===== src/rtl/card_arb_pkg.sv =====
// rtl/card_arb_pkg.sv - shared state encodings, card range and requester IDs for the card request arbiter
package card_arb_pkg;

    typedef enum logic [1:0] {
        ST_IDLE    = 2'd0,
        ST_REQ     = 2'd1,
        ST_WAIT    = 2'd2,
        ST_DELIVER = 2'd3
    } arb_state_t;

    localparam logic [3:0] CARD_MIN = 4'd1;
    localparam logic [3:0] CARD_MAX = 4'd13;

    localparam logic PLAYER = 1'b0;
    localparam logic DEALER = 1'b1;

    function automatic logic card_legal(input logic [3:0] card);
        return (card >= CARD_MIN) && (card <= CARD_MAX);
    endfunction

endpackage


===== src/rtl/card_request_arbiter_if.sv =====
// rtl/card_request_arbiter_if.sv - request, card-source and status bundle of the card request arbiter
interface card_request_arbiter_if;

    logic       req_player_i;
    logic       req_dealer_i;
    logic       shuffle_i;
    logic       card_req_o;
    logic       card_valid_i;
    logic [3:0] card_i;
    logic [3:0] card_o;
    logic       ack_player_o;
    logic       ack_dealer_o;
    logic [5:0] draws_o;
    logic       deck_empty_o;
    logic       err_o;
    logic [1:0] state_o;

    modport slave (
        input  req_player_i, req_dealer_i, shuffle_i, card_valid_i, card_i,
        output card_req_o, card_o, ack_player_o, ack_dealer_o,
               draws_o, deck_empty_o, err_o, state_o
    );

    modport master (
        output req_player_i, req_dealer_i, shuffle_i, card_valid_i, card_i,
        input  card_req_o, card_o, ack_player_o, ack_dealer_o,
               draws_o, deck_empty_o, err_o, state_o
    );

endinterface


===== src/rtl/card_arb_rr_pick.sv =====
// rtl/card_arb_rr_pick.sv - two-way round-robin pick between player and dealer pending flags
module card_arb_rr_pick (
    input  logic pend_player,
    input  logic pend_dealer,
    input  logic last_grant,
    output logic grant
);
    import card_arb_pkg::*;

    // On a tie the side that was not served last goes first.
    always_comb begin
        grant = PLAYER;
        if (pend_player && pend_dealer) begin
            grant = ~last_grant;
        end else if (pend_dealer) begin
            grant = DEALER;
        end
    end

endmodule


===== src/rtl/card_request_arbiter.sv =====
// rtl/card_request_arbiter.sv - arbitrates player/dealer card draws against a random card source
// Optional WAIT timeout with err_o strobe enabled by macro CARD_ARB_TIMEOUT_EN.
module card_request_arbiter #(
    parameter int MAX_CARDS   = 52,
    parameter int TIMEOUT_CYC = 15
) (
    input  logic                         clk_arb_i,
    input  logic                         rst_arb_i,
    card_request_arbiter_if.slave        bus
);
    import card_arb_pkg::*;

    localparam logic [5:0] DECK_SIZE = 6'(MAX_CARDS);

    arb_state_t state_q, state_d;
    logic       pend_player_q, pend_dealer_q;
    logic       last_grant_q, grant_q, grant_pick;
    logic [3:0] card_q;
    logic [5:0] draws_q;
    logic       deck_empty;
    logic       ack_player, ack_dealer;
    logic       timeout;

    card_arb_rr_pick u_rr_pick (
        .pend_player (pend_player_q),
        .pend_dealer (pend_dealer_q),
        .last_grant  (last_grant_q),
        .grant       (grant_pick)
    );

    assign deck_empty = (draws_q == DECK_SIZE);
    assign ack_player = (state_q == ST_DELIVER) && (grant_q == PLAYER);
    assign ack_dealer = (state_q == ST_DELIVER) && (grant_q == DEALER);

`ifdef CARD_ARB_TIMEOUT_EN
    localparam int CNT_W = $clog2(TIMEOUT_CYC + 1);

    logic [CNT_W-1:0] wait_cnt_q;
    logic             err_q;

    always_ff @(posedge clk_arb_i or posedge rst_arb_i) begin
        if (rst_arb_i) begin
            wait_cnt_q <= '0;
            err_q      <= 1'b0;
        end else begin
            err_q <= timeout;
            if (state_q == ST_WAIT && !timeout) begin
                wait_cnt_q <= wait_cnt_q + 1'b1;
            end else begin
                wait_cnt_q <= '0;
            end
        end
    end

    assign bus.err_o = err_q;
`else
    wire unused_timeout_cfg = |32'(TIMEOUT_CYC);

    assign bus.err_o = 1'b0;
`endif

    always_comb begin
        state_d = state_q;
        timeout = 1'b0;
        case (state_q)
            ST_IDLE: begin
                if ((pend_player_q || pend_dealer_q) && !deck_empty) begin
                    state_d = ST_REQ;
                end
            end
            ST_REQ: begin
                state_d = ST_WAIT;
            end
            ST_WAIT: begin
                // Out-of-range ranks are dropped and the source is asked again.
                if (bus.card_valid_i) begin
                    state_d = card_legal(bus.card_i) ? ST_DELIVER : ST_REQ;
                end
`ifdef CARD_ARB_TIMEOUT_EN
                else if (wait_cnt_q == CNT_W'(TIMEOUT_CYC - 1)) begin
                    timeout = 1'b1;
                    state_d = ST_IDLE;
                end
`endif
            end
            ST_DELIVER: begin
                state_d = ST_IDLE;
            end
            default: begin
                state_d = ST_IDLE;
            end
        endcase
    end

    always_ff @(posedge clk_arb_i or posedge rst_arb_i) begin
        if (rst_arb_i) begin
            state_q       <= ST_IDLE;
            pend_player_q <= 1'b0;
            pend_dealer_q <= 1'b0;
            last_grant_q  <= DEALER;
            grant_q       <= PLAYER;
            card_q        <= 4'd0;
            draws_q       <= 6'd0;
        end else begin
            state_q <= state_d;
            // A new pulse wins over the ack that would clear the flag.
            pend_player_q <= bus.req_player_i | (pend_player_q & ~ack_player);
            pend_dealer_q <= bus.req_dealer_i | (pend_dealer_q & ~ack_dealer);
            if (state_q == ST_IDLE && state_d == ST_REQ) begin
                grant_q <= grant_pick;
            end
            if (state_q == ST_WAIT && bus.card_valid_i && card_legal(bus.card_i)) begin
                card_q <= bus.card_i;
            end
            if (state_q == ST_DELIVER) begin
                last_grant_q <= grant_q;
            end
            if (bus.shuffle_i) begin
                draws_q <= 6'd0;
            end else if (state_q == ST_DELIVER && draws_q != DECK_SIZE) begin
                draws_q <= draws_q + 6'd1;
            end
        end
    end

    assign bus.card_req_o   = (state_q == ST_REQ);
    assign bus.card_o       = card_q;
    assign bus.ack_player_o = ack_player;
    assign bus.ack_dealer_o = ack_dealer;
    assign bus.draws_o      = draws_q;
    assign bus.deck_empty_o = deck_empty;
    assign bus.state_o      = state_q;

endmodule

===== src/flat_wrapper.sv =====
// flat-port wrapper written by rule: the top's interface ports become plain ports
module card_request_arbiter_flat import card_arb_pkg::*;
#(
    parameter int MAX_CARDS   = 52,
    parameter int TIMEOUT_CYC = 15
)
  (clk_arb_i, rst_arb_i, bus_req_player_i, bus_req_dealer_i, bus_shuffle_i, bus_card_valid_i, bus_card_i, bus_card_req_o, bus_card_o, bus_ack_player_o, bus_ack_dealer_o, bus_draws_o, bus_deck_empty_o, bus_err_o, bus_state_o);
  card_request_arbiter_if bus_i ();
  input  logic clk_arb_i;
  input  logic rst_arb_i;
  input wire logic [$bits(bus_i.req_player_i)-1:0] bus_req_player_i;
  input wire logic [$bits(bus_i.req_dealer_i)-1:0] bus_req_dealer_i;
  input wire logic [$bits(bus_i.shuffle_i)-1:0] bus_shuffle_i;
  input wire logic [$bits(bus_i.card_valid_i)-1:0] bus_card_valid_i;
  input wire logic [$bits(bus_i.card_i)-1:0] bus_card_i;
  output wire logic [$bits(bus_i.card_req_o)-1:0] bus_card_req_o;
  output wire logic [$bits(bus_i.card_o)-1:0] bus_card_o;
  output wire logic [$bits(bus_i.ack_player_o)-1:0] bus_ack_player_o;
  output wire logic [$bits(bus_i.ack_dealer_o)-1:0] bus_ack_dealer_o;
  output wire logic [$bits(bus_i.draws_o)-1:0] bus_draws_o;
  output wire logic [$bits(bus_i.deck_empty_o)-1:0] bus_deck_empty_o;
  output wire logic [$bits(bus_i.err_o)-1:0] bus_err_o;
  output wire logic [$bits(bus_i.state_o)-1:0] bus_state_o;
  assign bus_i.req_player_i = bus_req_player_i;
  assign bus_i.req_dealer_i = bus_req_dealer_i;
  assign bus_i.shuffle_i = bus_shuffle_i;
  assign bus_i.card_valid_i = bus_card_valid_i;
  assign bus_i.card_i = bus_card_i;
  assign bus_card_req_o = bus_i.card_req_o;
  assign bus_card_o = bus_i.card_o;
  assign bus_ack_player_o = bus_i.ack_player_o;
  assign bus_ack_dealer_o = bus_i.ack_dealer_o;
  assign bus_draws_o = bus_i.draws_o;
  assign bus_deck_empty_o = bus_i.deck_empty_o;
  assign bus_err_o = bus_i.err_o;
  assign bus_state_o = bus_i.state_o;
  card_request_arbiter #(.MAX_CARDS(MAX_CARDS), .TIMEOUT_CYC(TIMEOUT_CYC)) u_core (.clk_arb_i(clk_arb_i), .rst_arb_i(rst_arb_i), .bus(bus_i));
endmodule

===== config.mk =====
export PLATFORM = sky130hd
export DESIGN_NAME = card_request_arbiter_flat
export DESIGN_NICKNAME = d
export VERILOG_FILES = /design/src/rtl/card_arb_pkg.sv /design/src/rtl/card_request_arbiter_if.sv /design/src/rtl/card_arb_rr_pick.sv /design/src/rtl/card_request_arbiter.sv /design/src/flat_wrapper.sv
export SDC_FILE = /design/constraint.sdc
export NUM_CORES = 1
export LEC_CHECK = 0
export BUFFER_PORTS_ARGS = -buffer_cell sky130_fd_sc_hd__buf_2
export CORE_MARGIN = 4
export CORE_UTILIZATION = 52
export DETAILED_ROUTE_END_ITERATION = 8
export HOLD_SLACK_MARGIN = 0.12
export PLACE_DENSITY = 0.81
export SYNTH_ARGS = -nofsm -noshare
export SYNTH_HDL_FRONTEND = slang
export SYNTH_SLANG_ARGS = --single-unit
export TNS_END_PERCENT = 30

===== constraint.sdc =====
create_clock -name clk_arb_i -period 4.36 [get_ports clk_arb_i]
set_clock_uncertainty 0.2 [all_clocks]
set_input_delay 0.436 -clock clk_arb_i [delete_from_list [all_inputs] [get_ports clk_arb_i]]
set_output_delay 0.436 -clock clk_arb_i [all_outputs]
set_load 0.05 [all_outputs]

==> run summary, run 1 <==
Die ar.: 2379 µm²
Post-Place Cells: 118
Final setup viols: 0
H-tree Lvls: 1
vias in the first global route: 657
Vias: 671
die width: 48.78 µm
clk buf depth: 2
commonest non-fill, non-tap cell in the layout: buf_2
Area Overhead vs Synth: 18.52%
CP bufs+invs: 2
first-pass GRT wire length: 2.829 mm
layout cell share with drive strength beyond 1: 0.3925
initial antenna violation count: 0
Post-Synth Simple-Gate Area: 0.2475
largest fanout on the critical path: 5
largest family of logic cells by synthesized area: simple AND/OR/NAND/NOR gates
Starting Density: 0.5609
overall power: 0.6668 mW
post-synthesis sequential element count: 16
status: completed
Root Buffer: clkbuf_4
period utilization: 0.5240
Worst Setup Path Type: flip-flop to primary output
Power per Cell Area: 650.7 nW/µm²
Netlist cell types: 35
asr flop ratio synth: 1.000
Hold WC Path Type: input pin to flip-flop
Post-synth top flop: dfrtp_1
Total Routing Usage GR: 0.1524
Req. time, crit path: 3.72 ns
IO Pins: 27
Synth Instances: 81
nets: 120
fin crit period: 2.284 ns
drt initial violations: 13
Post-DRT Antenna Nets: 0
clock slew at reported path FFs: 0.09 ns
CP Cell Sequence: inv_1, ha_1, and4b_4, and2_4, buf_2
Post-synth EDFFs: 0
Post-Syn Nets: 93
fin. max-slew vios: 0
worst skew pair latency: 0.29 ns
Clk pwr share: 0.122
Pre-Repair DR Iteration Count: 4
Reg power frac: 0.371
Cell Int Power: 0.3364 mW
n_diodes: 0
Detail Placement HPWL: 1.292 mm
Hold Vio Cnt, Final: 0
Layout Cells excl Fill: 123
Fin Setup TNS: 0 ns
Hold Buf Count CTS: 1
Adder-Cell Fraction of Synth Area: 0.02894
max incr delay on CP: 0.43 ns
post-synthesis compound-gate area fraction: 0.1187
DRC violation count after routing: 0
drt via density: 5.455
leakage: 0.5006 nW
Least-Margin Pin Slew: 0.5712 ns
CP Launch Type: flip-flop
routed len/inst: 13.13 µm
slew margin rel.: 0.6188
commonest cells after routing, fill and taps aside: buf_2, dfrtp_1, o21ai_0
Syn Area/Cell: 10.67 µm²
post-synthesis sequential area ratio: 0.4645
Worst path top cell family by delay: flip-flops
clock sinks: 16
CTS tree: done
design area: 1025 µm²
Max Clock Freq: 437.7 MHz
largest net degree at the start of global routing: 17
Worst EP arrival: 1.65 ns
Placed Instance Area: 988.4 µm²
total CTS buffers: 3
RSZ-0062 raised after global routing: no
Slowest-stage cell, CP: dfrtp_1
Port Buffer Count: 25
Cell Rows: 14
Max-Cap Viols: 0
sw frac: 0.4955
net load switching power: 0.3304 mW
Post-CTS Setup Bufs: 0
Mapped Area: 864.6 µm²
crit path capture type: primary output
VDD IR max: 0.3252 mV
grt ovf: 0
RD Place Congestion: 0.8021
Routed WL: 1.615 mm
yosys warns: 0
Synth Area in XOR/XNOR: 0
Core Region: 1541 µm²
mux contribution to synthesized area: 0.08973
Logic pwr share: 0.507
post-CTS sizing: 0
die height: 48.78 µm
## Yosys cell counts (2+ instances only)
master | number | share of area
inv_1 | 5 | 0.022
nand2_1 | 4 | 0.017
a21o_1 | 2 | 0.017
nand3_1 | 3 | 0.017
nand2b_1 | 3 | 0.022
o21ai_0 | 6 | 0.035
or3_1 | 2 | 0.014
mux2_2 | 5 | 0.065
dfrtp_1 | 15 | 0.43
a21oi_1 | 4 | 0.023
nor2b_1 | 3 | 0.022
ha_1 | 2 | 0.029
nor2_1 | 5 | 0.022
## metal layers
| layer | up-vias | track usage | routed length [µm] |
|---|---|---|---|
| li1 | 333 | - | - |
| met4 | 0 | 0.1076 | 48 |
| met3 | 5 | 0.03058 | 82 |
| met1 | 314 | 0.1804 | 704 |
| met2 | 19 | 0.2435 | 779 |
| met5 | - | 0 | 0 |
## sequential cells by signal, summed over array words and instances, names as in the netlist
name	flops
u_core.pend_player_q	1
u_core.bus.draws_o	6
u_core.pend_dealer_q	1
u_core.last_grant_q	1
u_core.bus.state_o	2
u_core.grant_q	1
u_core.bus.card_o	4
## area by class of cell
class                      count  area [µm²]
clock buffer                   4       26.28
fill                         130       516.7
timing repair buffer          26       135.1
sequential                    16       401.6
inverter                       5       18.77
tap                           16       20.02
multi-input combinational     56       422.9
## power groups by stage
stage,combinational (mW),clock [mW],sequential (mW)
floorplan,0.174,0,0.347
global placement,0.335,0,0.247
detailed placement,0.342,0,0.251
CTS,0.344,0.0838,0.248
global route,0.365,0.0902,0.257
finish,0.338,0.0814,0.247
## path summary, 6_finish.rpt
kind,startpoint,endpoint,cells past startpoint,slack [ns]
worst max-delay path,u_core.bus.draws_o[0],bus_deck_empty_o,5,2.08
worst min-delay path,bus_req_dealer_i,u_core.pend_dealer_q,2,0.12
worst max register to register,u_core.bus.draws_o[0],u_core.bus.draws_o[0],5,2.53
worst min register to register,u_core.last_grant_q,u_core.last_grant_q,2,0.26
max in group asynchronous,rst_arb_i,u_core.last_grant_q,3,3.05
min in group asynchronous,rst_arb_i,u_core.bus.card_o[2],3,0.54
## through the flow
| stage | hold slack [ns] | setup WS, ns | util |
|---|---|---|---|
| floorplan | 0.1490 | 2.051 | - |
| global placement | 0.2489 | 2.434 | 0.6412 |
| detailed placement | 0.2600 | 2.395 | 0.6412 |
| CTS | 0.1209 | 2.061 | 0.6648 |
| global route | 0.1378 | 2.013 | 0.6648 |
| finish | 0.1198 | 2.076 | 0.6648 |
## cells by family after synthesis
family	Yosys count
and+or+nand+nor	30
muxes	7
other	1
buffers and inverters	9
adders and majority gates	2
AOI/OAI and AO/OA	16
DFF	16
Note: power is estimated with default switching activity, not from simulation.
==> run 2: changes to the inputs <==
- ABC_AREA: not set -> 1
- CORE_UTILIZATION: 52 -> 44
- PLACE_DENSITY: 0.81 -> 0.73
- clock period: 4.36 -> 2 ns (I/O delays scaled with it)
==> run summary, run 2 <==
Netlist cell types: 19 (-46%)
Post-Place Cells: 158 (+34%)
die height: 52.23 µm (+7.1%)
status: completed
Cell Rows: 15 (+1)
initial antenna violation count: 0 (unchanged)
Worst EP arrival: 1.48 ns (-0.17 ns)
Core Region: 1783 µm² (+16%)
largest net degree at the start of global routing: 17 (unchanged)
largest fanout on the critical path: 7 (+2)
Total Routing Usage GR: 0.1478 (-0.004532)
period utilization: 0.9407
RSZ-0062 raised after global routing: no
Hold WC Path Type: flip-flop to flip-flop
H-tree Lvls: 1 (unchanged)
Routed WL: 1.797 mm (+11%)
worst skew pair latency: 0.28 ns (about the same)
Seq. cell area: 402.9 µm² (+0.31%)
Root Buffer: clkbuf_4
commonest cells after routing, fill and taps aside: nand2_1, buf_2, inv_1
largest area contributor in the netlist: dfrtp_1
DRC violation count after routing: 0 (unchanged)
Die ar.: 2728 µm² (+15%)
total CTS buffers: 3 (unchanged)
Post-CTS Setup Bufs: 0 (unchanged)
grt ovf: 0 (unchanged)
clock slew at reported path FFs: 0.09 ns (about the same)
vias in the first global route: 746 (+14%)
VDD IR max: 0.8820 mV (+170%)
nets: 159 (+33%)
Worst Setup Path Type: flip-flop to primary output
Multi-input gate area: 371.6 µm² (-12%)
routed len/inst: 10.51 µm (-20%)
Setup WS post-layout: 0.1186 ns (-1.957 ns)
Final setup viols: 0 (unchanged)
Post-DRT Antenna Nets: 0 (unchanged)
die width: 52.23 µm (+7.1%)
yosys warns: 0 (unchanged)
Max-Cap Viols: 0 (unchanged)
fin crit period: 1.881 ns
max FFs per register: 6 (unchanged)
Layout Cells excl Fill: 171 (+39%)
overall power: 1.408 mW (+110%)
R2R cell count: 8 (+3)
Detail Placement HPWL: 1.348 mm (+4.3%)
Place WS: 0.3475 ns (-2.047 ns)
Mapped Area: 860.8 µm² (-0.43%)
share of the synthesized area in the top cell type: 0.4360 (+0.001893)
Post-synth top cells: nand2_1, inv_1, dfrtp_1
drt initial violations: 17 (+4)
asr flop ratio synth: 1.000 (unchanged)
Syn Area/Cell: 7.897 µm² (-26%)
CP bufs+invs: 4 (+2)
Vias: 783 (+17%)
layout cell share with drive strength beyond 1: 0.2534 (-0.1391)
first-pass GRT wire length: 3.063 mm (+8.3%)
Worst path depth: 7 (+2)
Post-Syn Nets: 121 (+30%)
Hold Vio Cnt, Final: 0 (unchanged)
CP Cell Sequence: inv_1, ha_1, nand2_1, inv_1, nand2_1, inv_1, buf_4
Post-synth top flop: dfrtp_1
post-synthesis sequential area ratio: 0.4666 (+0.002026)
Fin Setup TNS: 0 ns (unchanged)
most frequent cell after synthesis: nand2_1
drt via density: 4.579 (-16%)
post-synthesis sequential element count: 16 (unchanged)
Power per Cell Area: 1243 nW/µm² (+91%)
Worst path top cell family by delay: buffers and inverters
crit path capture type: primary output
RD Place Congestion: 0.7574 (-5.6%)
CP Launch Type: flip-flop
Req. time, crit path: 1.60 ns (-2.12 ns)
max incr delay on CP: 0.45 ns (+0.02 ns)
leakage: 0.6707 nW (+34%)
clock sinks: 16 (unchanged)
Max Clock Freq: 531.5 MHz
fillers: 156 (+20%)
fin. max-slew vios: 0 (unchanged)
most frequent CP cell: inv_1
commonest non-fill, non-tap cell in the layout: nand2_1
worst hold path depth: 2 (unchanged)
Area Overhead vs Synth: 31.54%
CTS tree: done
Synth area leaders: dfrtp_1, nand2_1, inv_1, nand3_1, o21ai_0
Starting Density: 0.4828 (-0.07807)
Post-synth EDFFs: 0 (unchanged)
Port Buffer Count: 25 (unchanged)
slew margin rel.: 0.6091 (-0.009676)
hold_ws: 0.2929 ns (+0.1731 ns)
Slowest-stage cell, CP: dfrtp_2
Pre-Repair DR Iteration Count: 4 (unchanged)
n_diodes: 0 (unchanged)
Synth Instances: 109 (+35%)
clk buf depth: 2 (unchanged)
IO Pins: 27 (unchanged)
Least-Margin Pin Slew: 0.5857 ns (+0.01450 ns)
-- run 2: path summary, 6_finish.rpt --
kind                                       start  slack [ns]                    end
max                        u_core.bus.draws_o[0]        0.12       bus_deck_empty_o
min                         u_core.bus.card_o[2]        0.29   u_core.bus.card_o[2]
max reg2reg                u_core.bus.draws_o[0]        0.41  u_core.bus.draws_o[5]
min reg2reg                 u_core.bus.card_o[2]        0.29   u_core.bus.card_o[2]
max in group asynchronous              rst_arb_i        0.86  u_core.bus.draws_o[0]
min in group asynchronous              rst_arb_i        0.32  u_core.bus.draws_o[2]
-- run 2: cell families (layout without fill, tap and decap cells) --
family / count (synthesis) / in the layout / synth area share
adder cells (fa/ha/maj): 2 / 2 / 0.02907
buffers and inverters: 23 / 60 / 0.1047
XOR/XNOR: 2 / 2 / 0.02035
AO/OA/AOI/OAI: 12 / 12 / 0.09157
other: 1 / 1 / 0.004356
flip-flops: 16 / 16 / 0.4666
AND/OR/NAND/NOR: 53 / 53 / 0.2834
-- run 2: area by class of cell --
cell class	count	share of cell area
flip-flops and latches	16	0.3558
multi-input cells	70	0.3282
clock buffers	4	0.02320
repair buffers	34	0.1923
well taps	25	0.02762
inverters	22	0.07293
-- run 2: metrics by stage --
| stage | area (µm²) | util |
|---|---|---|
| floorplan | 863.3 | - |
| global route | 1132 | 0.6351 |
| finish | 1132 | 0.6351 |
| detailed placement | 1012 | 0.5677 |
| global placement | 1012 | 0.5677 |
| CTS | 1129 | 0.6330 |
-- run 2: worst reg2reg max path, delay by kind of cell (launching register included) --
kind | cells | cell delay, ns
compound gates | 1 | 0.27
fa+ha+maj | 1 | 0.19
buf+inv | 2 | 0.16
flops | 1 | 0.42
simple gates | 4 | 0.25
-- run 2: routing by layer --
layer,up-vias,track usage,routed length [µm]
li1,410,-,-
met1,350,0.1613,758
met2,21,0.2887,923
met3,2,0.04274,101
met4,0,0.01277,12
met5,-,0,0
-- run 2: report_power, final --
group	internal [mW]	switching, mW	total (mW)	leakage, nW
Combinational	0.175	0.553	0.728	0.459
Sequential	0.431	0.0801	0.511	0.197
Clock	0.0773	0.0914	0.169	0.0150
Total	0.683	0.724	1.41	0.671
-- run 2: repair_timing --
action / 4_1_cts / 5_1_grt
hold buffers: 9 / 0
hold endpoints to repair: 28 / 0
gates resized for setup: 0 / 3
endpoints found under the setup margin: 0 / 1
